`config.mk`:
```
export PLATFORM = sky130hd
export DESIGN_NAME = vga_sync_gen
export DESIGN_NICKNAME = d
export VERILOG_FILES = /design/src/rtl/vga_sync_gen.sv
export SDC_FILE = /design/constraint.sdc
export NUM_CORES = 1
export LEC_CHECK = 0
export ABC_AREA = 1
export CAP_MARGIN = 10
export CELL_PAD_IN_SITES_DETAIL_PLACEMENT = 0
export CELL_PAD_IN_SITES_GLOBAL_PLACEMENT = 1
export CORE_MARGIN = 10
export CORE_UTILIZATION = 25
export CTS_BUF_LIST = sky130_fd_sc_hd__clkbuf_8
export DETAILED_ROUTE_END_ITERATION = 6
export GPL_TIMING_DRIVEN = 0
export PLACE_DENSITY = 0.61
export REMOVE_ABC_BUFFERS = 1
export SLEW_MARGIN = 20
export SYNTH_ARGS = -nofsm -noshare
export SYNTH_HDL_FRONTEND = slang
export SYNTH_SLANG_ARGS = --single-unit
```
`constraint.sdc`:
```
create_clock -name clk -period 2 [get_ports clk]
set_clock_uncertainty 0.15 [all_clocks]
set_input_delay 0.2 -clock clk [delete_from_list [all_inputs] [get_ports clk]]
set_output_delay 0.2 -clock clk [all_outputs]
set_load 0.01 [all_outputs]
```
`src/rtl/vga_sync_gen.sv`:
```
// VGA timing generator: clock divider, pixel/line counters and registered
// sync/blanking decode aligned with the counter values they describe.
module vga_sync_gen #(
  parameter int unsigned H_DISPLAY = 640,
  parameter int unsigned H_FRONT   = 16,
  parameter int unsigned H_SYNC    = 96,
  parameter int unsigned H_BACK    = 48,
  parameter int unsigned V_DISPLAY = 480,
  parameter int unsigned V_FRONT   = 10,
  parameter int unsigned V_SYNC    = 2,
  parameter int unsigned V_BACK    = 33,
  parameter int unsigned DIV       = 4
) (
  input  logic       clk,
  input  logic       rst,
  input  logic       en,
  output logic       p_tick,
  output logic [9:0] pixel_x,
  output logic [9:0] pixel_y,
  output logic       video_on,
  output logic       hsync,
  output logic       vsync,
  output logic       frame_tick
);

  localparam int unsigned H_TOTAL = H_DISPLAY + H_FRONT + H_SYNC + H_BACK;
  localparam int unsigned V_TOTAL = V_DISPLAY + V_FRONT + V_SYNC + V_BACK;
  localparam int unsigned DIV_W   = $clog2(DIV);

  localparam logic [DIV_W-1:0] DIV_LAST = DIV_W'(DIV - 1);
  localparam logic [9:0] H_LAST   = 10'(H_TOTAL - 1);
  localparam logic [9:0] V_LAST   = 10'(V_TOTAL - 1);
  localparam logic [9:0] H_DISP   = 10'(H_DISPLAY);
  localparam logic [9:0] V_DISP   = 10'(V_DISPLAY);
  localparam logic [9:0] HS_START = 10'(H_DISPLAY + H_FRONT);
  localparam logic [9:0] HS_END   = 10'(H_DISPLAY + H_FRONT + H_SYNC);
  localparam logic [9:0] VS_START = 10'(V_DISPLAY + V_FRONT);
  localparam logic [9:0] VS_END   = 10'(V_DISPLAY + V_FRONT + V_SYNC);

  if (DIV < 2) begin : g_div_check
    $error("vga_sync_gen: DIV must be at least 2");
  end

  logic [DIV_W-1:0] div_cnt;
  logic [DIV_W-1:0] div_nxt;
  logic [9:0]       x_nxt;
  logic [9:0]       y_nxt;

  // Strobes are gated by en so they drop immediately while timing is paused.
  assign p_tick     = en && (div_cnt == DIV_LAST);
  assign frame_tick = p_tick && (pixel_x == H_LAST) && (pixel_y == V_LAST);

  // Next counter values; decode below is taken from these so flops stay aligned.
  always_comb begin
    div_nxt = (div_cnt == DIV_LAST) ? '0 : div_cnt + DIV_W'(1);
    x_nxt   = pixel_x;
    y_nxt   = pixel_y;
    if (p_tick) begin
      if (pixel_x == H_LAST) begin
        x_nxt = '0;
        y_nxt = (pixel_y == V_LAST) ? '0 : pixel_y + 10'd1;
      end else begin
        x_nxt = pixel_x + 10'd1;
      end
    end
  end

  always_ff @(posedge clk) begin
    if (rst) begin
      div_cnt  <= '0;
      pixel_x  <= '0;
      pixel_y  <= '0;
      hsync    <= 1'b1;
      vsync    <= 1'b1;
      video_on <= 1'b1;
    end else if (en) begin
      div_cnt  <= div_nxt;
      pixel_x  <= x_nxt;
      pixel_y  <= y_nxt;
      hsync    <= !((x_nxt >= HS_START) && (x_nxt < HS_END));
      vsync    <= !((y_nxt >= VS_START) && (y_nxt < VS_END));
      video_on <= (x_nxt < H_DISP) && (y_nxt < V_DISP);
    end
  end

endmodule

```
Word level (Yosys, flattened, before mapping)

Cells that the tools add are included.

Bits in registers: 25
Latch bits: 0
Bits in writable memories: 0
Bits in read-only memories: 0
Input port bits: 3
Output and inout port bits: 25
Logic and storage cells: 32
Memories: 0

Add/sub/neg operators: 3
Multipliers: 0
Divide/modulo/power cells: 0
$lt $le $gt $ge: 6
Equal/unequal tests: 3
Shift-type cells: 0
Muxes and demuxes: 6
Bitwise gates (word level): 0
Reductions and logical operators: 8

Operators with widths:

| cell                                                        | count |
|---|---|
| 2-to-1 mux 10 bit                                           | 5 |
| adder 10 x 1 -> 10 bit, second input constant               | 2 |
| equality test 10 bit, second input constant                 | 2 |
| less-than comparator 10 bit, second input constant          | 2 |
| less-than comparator 10 x 9 -> 1 bit, second input constant | 2 |
| >= comparator 10 bit, second input constant                 | 1 |
| >= comparator 10 x 9 -> 1 bit, second input constant        | 1 |
| logical AND 1 bit                                           | 6 |
| adder 2 x 1 -> 2 bit, second input constant                 | 1 |
| equality test 2 bit, second input constant                  | 1 |
| zero test 1 bit                                             | 2 |
| 2-to-1 mux 2 bit                                            | 1 |

Logic depth before layout (Yosys ltp)

Depth after elaboration: 7
Depth in mapped cells: 14
Depth with buffers taken out: 14

Least setup slack after synthesis

No wires, ideal clock.

Path type: register to register
From: register pixel_x[0]
To: register vsync
Library setup time: 115 ps
Arrival time: 1583 ps
Required time: 1735 ps
Setup slack: 152 ps
Stages on the path, launching flop included: 13
Path buffers: 0
Period minus slack after synthesis: 1848 ps
Cells stage by stage: dfxtp_1 > ha_1 > nand2_1 > nor2_4 > nand3_4 > nor2_1 > nor2_1 > nand2_1 > nand2_1 > nor2_1 > nand2_1 > nand2_1 > nand2_1

Longest elaborated chain between the ends: 6
Elaborated cells between the ends (all ways): 7
Classes of those cells: order compare: 2; eq/ne: 1; mux: 2; reduce/logical: 2

RTL lines:

| what                                                                                  | RTL line | text |
|---|---|---|
| from (decl)                                                                           | 18       | `output logic [9:0] pixel_x,` |
| from (signal assigned)                                                                | 78       | `pixel_x <= x_nxt;` |
| equality test 10 bit *                                                                | 59       | `if (pixel_x == H_LAST) begin` |
| 2-to-1 mux 10 bit *                                                                   | 59       |  |
| 2-to-1 mux 10 bit *                                                                   | 58       | `if (p_tick) begin` |
| >= comparator 10 x 9 -> 1 bit or less-than comparator 10 x 9 -> 1 bit (tied branches) | 81       | `vsync <= !((y_nxt >= VS_START) && (y_nxt < VS_END));` |
| logical AND 1 bit *                                                                   | 81       |  |
| zero test 1 bit *                                                                     | 81       |  |
| to (signal assigned)                                                                  | 81       |  |
| to (decl)                                                                             | 22       | `output logic vsync,` |

Mark *: on every way between the ends. The rest lies on a longest branch, timed or not.
A chain may end at the register's enable or synchronous reset.

Worst setup path after layout

From: register pixel_x[1]
To: register hsync

Longest elaborated chain between the ends: 6
Elaborated cells between the ends (all ways): 8
Classes of those cells: add/sub: 1; order compare: 2; eq/ne: 1; mux: 2; reduce/logical: 2

RTL lines:

| what                                                                | RTL line | text |
|---|---|---|
| adder 10 x 1 -> 10 bit or equality test 10 bit (tied branches)      | 63, 59   |  |
| 2-to-1 mux 10 bit                                                   | 59       |  |
| 2-to-1 mux 10 bit *                                                 | 58       |  |
| >= comparator 10 bit or less-than comparator 10 bit (tied branches) | 80       | `hsync <= !((x_nxt >= HS_START) && (x_nxt < HS_END));` |
| logical AND 1 bit *                                                 | 80       |  |
| zero test 1 bit *                                                   | 80       |  |
| to (signal assigned)                                                | 80       |  |
| to (decl)                                                           | 21       | `output logic hsync,` |

Marks and branches as above.

==> flow_summary.json <==
{
  "start_util": 0.2566,
  "htree_levels": 1,
  "die_h_um": 97.95,
  "via_per_inst": 4.439,
  "slew-limit-headroom": 0.4048,
  "p_leak_nw": 0.9456,
  "root_buffer": "clkbuf_8",
  "critPathCapture": "hsync$_SDFFE_PP1P_",
  "dr_wl_met2_mm": 2.081,
  "worstSetupPathType": "reg -> reg",
  "cts.sinks": 25,
  "seq_area_um2": 524.3,
  "drive_gt1_frac": 0.3007,
  "synth_edf_count": 0,
  "post-route-period-util": 0.9532,
  "multi_input_area_mm2": 0.001008,
  "drt-initial-drc-count": 92,
  "synth_most_common_cell": "nand2_1",
  "fill_cells": 652,
  "avgSynthCellArea_um2": 6.547,
  "syn_area_mm2": 0.001519,
  "ys_top_cells_by_area": "dfxtp_1, nand2_1, nor2_1, inv_1, nand3_1",
  "cp-startpoint": "pixel_x[1]$_SDFFE_PP0P_",
  "drv_cap": 0,
  "synth_seq_cells": 25,
  "ff2ff_path_depth": 13,
  "wl_mm": 4.402,
  "crit_top_cell": "nand2_1",
  "setup_viol": 0,
  "antenna_cells": 0,
  "power-per-cell-area_mw_per_mm2": 391.3,
  "grt_start_max_net_pins": 24,
  "hold_path_depth": 2,
  "hold_viol": 0,
  "wl_met3_um": 165,
  "tritoncts": "built",
  "post-dp-hpwl_mm": 3.204,
  "ant_nets": 0,
  "path_max_fanout": 4,
  "yosysTopAreaCell": "dfxtp_1",
  "synth_top_area_frac": 0.3295,
  "r2r_start": "pixel_x[1]$_SDFFE_PP0P_",
  "insertion_delay_ps": 270,
  "synth_cell_type_count": 30,
  "io_pins": 28,
  "wire_per_inst_um": 12.54,
  "layout.nets": 284,
  "gp_congestion": 0.7560,
  "grt_pass1_wl_mm": 7.224,
  "async_flop_share": 0,
  "fmax_mhz": 524.6,
  "area_growth_pct": 45.55,
  "synthCells": 232,
  "postLayoutSetupSlackWorst_ps": 93.69,
  "hold_path.class": "reg -> reg",
  "yosysWarnings": 0,
  "wl_met1_mm": 2.139,
  "cts_hold_buf": 0,
  "cp-end-kind": "register",
  "critical_path.cell_chain": "ha_4, nand2_4, nor2_4, buf_4, nand2_1, nor2_2, nand3_1, nand3_2, nand2_1, nor2_2, nand2_1, nand2_1, nand2_1",
  "worst_pin_slew_ps": 890.0,
  "cts_made_buffers": 3,
  "grt-ovfl-total": 0,
  "finalMaxSlewViolations": 0,
  "crit_path_top_delay_cell": "dfxtp_4",
  "ir_drop_mv": 0.3690,
  "slowest_delay_ps": 370,
  "r2r_end": "hsync$_SDFFE_PP1P_",
  "clockBufferDepth": 2,
  "antenna_found_initial": 0,
  "synth_ff_type": "dfxtp_1",
  "rsz0062_at_grt": "yes",
  "critPathRequiredTime_ps": 2020,
  "arrival_ps": 1920,
  "drc": 0,
  "critPathLaunchType": "register",
  "r2r_slack_ps": 90,
  "num_vias": 1558,
  "tns_ps": 0,
  "die_w_um": 97.95,
  "place_ws_ps": -676.0,
  "port_buffers": 27,
  "clkTransAtPathRegs_ps": 90,
  "std_cell_rows": 28,
  "dieArea_mm2": 0.009593,
  "final.min_clock_period_ps": 1906,
  "dr.pass1.iters": 4,
  "status": "finished, final reports clean",
  "grt_pass1_vias": 1465,
  "top_layer_used": "met4",
  "ys_seq_area_frac": 0.3295,
  "yosys-top-cells-count": "nand2_1, nor2_1, inv_1, dfxtp_1, nand3_1",
  "core_mm2": 0.005921,
  "track_usage": 0.08844
}
through the flow:
stage / cell area (um^2) / hold WS [ps] / instances / power [mW] / util
detailed placement: 1853 / 310.0 / 330 / 0.5615 / 0.3130
finish: 2211 / 335.9 / 351 / 0.8651 / 0.3734
floorplan: 1489 / 119.1 / 228 / 0.5365 / -
global placement: 1853 / 306.3 / 330 / 0.5617 / 0.3130
global route: 2211 / 361.6 / 351 / 0.9072 / 0.3734
CTS: 1994 / 342.2 / 339 / 0.8845 / 0.3369
repair_timing:
| action | CTS | global route |
|---|---|---|
| gates resized for setup | 23 | 46 |
| setup buffers | 5 | 12 |
| pin swaps | 2 | 22 |
| setup endpoints to repair | 6 | 4 |
how the worst min path moves through the flow:
stage / from / endpoint / slack [ps]
after floorplan: rst / div_cnt[1]$_SDFFE_PP0P_ / 120
after global placement: div_cnt[1]$_SDFFE_PP0P_ / div_cnt[1]$_SDFFE_PP0P_ / 310
after detailed placement: hsync$_SDFFE_PP1P_ / hsync$_SDFFE_PP1P_ / 310
after CTS: div_cnt[1]$_SDFFE_PP0P_ / div_cnt[1]$_SDFFE_PP0P_ / 340
after global routing: div_cnt[1]$_SDFFE_PP0P_ / div_cnt[1]$_SDFFE_PP0P_ / 360
final: vsync$_SDFFE_PP1P_ / vsync$_SDFFE_PP1P_ / 340
per-layer routing:
metal | GRT usage | up-vias
li1 | - | 822
met1 | 0.1118 | 714
met2 | 0.1467 | 20
met3 | 0.02607 | 2
met4 | 0.01342 | 0
met5 | 0 | -
area by class of cell:
cell class / instances / area share
inverters: 34 / 0.06395
flip-flops and latches: 25 / 0.2371
clock inverters: 1 / 0.002264
multi-input cells: 169 / 0.4561
repair buffers: 44 / 0.1794
clock buffers: 3 / 0.01868
well taps: 75 / 0.04244
critical path: cells and delay by family (launching register included):
kind	cells	cell delay, ps
simple gates	11	980
flops	1	370
fa+ha+maj	1	150
buf+inv	1	150
layout by cell type (no fill, tap or decap), types with 3 or more instances in the layout:
cell type,instances
nand2_1,55
nor2_1,29
inv_1,25
clkdlybuf4s50_1,24
buf_4,18
dfxtp_1,14
nand3_1,12
nor2_2,9
nand4_1,8
a21oi_1,8
dfxtp_2,7
nand2_2,6
inv_2,5
nor2_4,5
nand3_2,5
nand2_4,4
nor3_1,4
dfxtp_4,4
ha_4,3
clkbuf_8,3
cell families after synthesis:
group | share of synthesized area
xor gates and xnor gates | 0.01730
adders and majority gates | 0.03295
buffers and inverters | 0.1054
and+or+nand+nor | 0.4514
AOI/OAI and AO/OA | 0.06342
DFF | 0.3295
where the power goes:
group | leakage (nW) | internal, mW | switching [mW]
logic | 0.711 | 0.0207 | 0.0271
clock network | 0.0255 | 0.140 | 0.173
registers | 0.209 | 0.500 | 0.00501
sequential cells by signal (all words and copies together), names as in the netlist:
name	cells
vsync	1
hsync	1
video_on	1
div_cnt	2
pixel_y	10
pixel_x	10
Power figures use the tool's default switching activity.
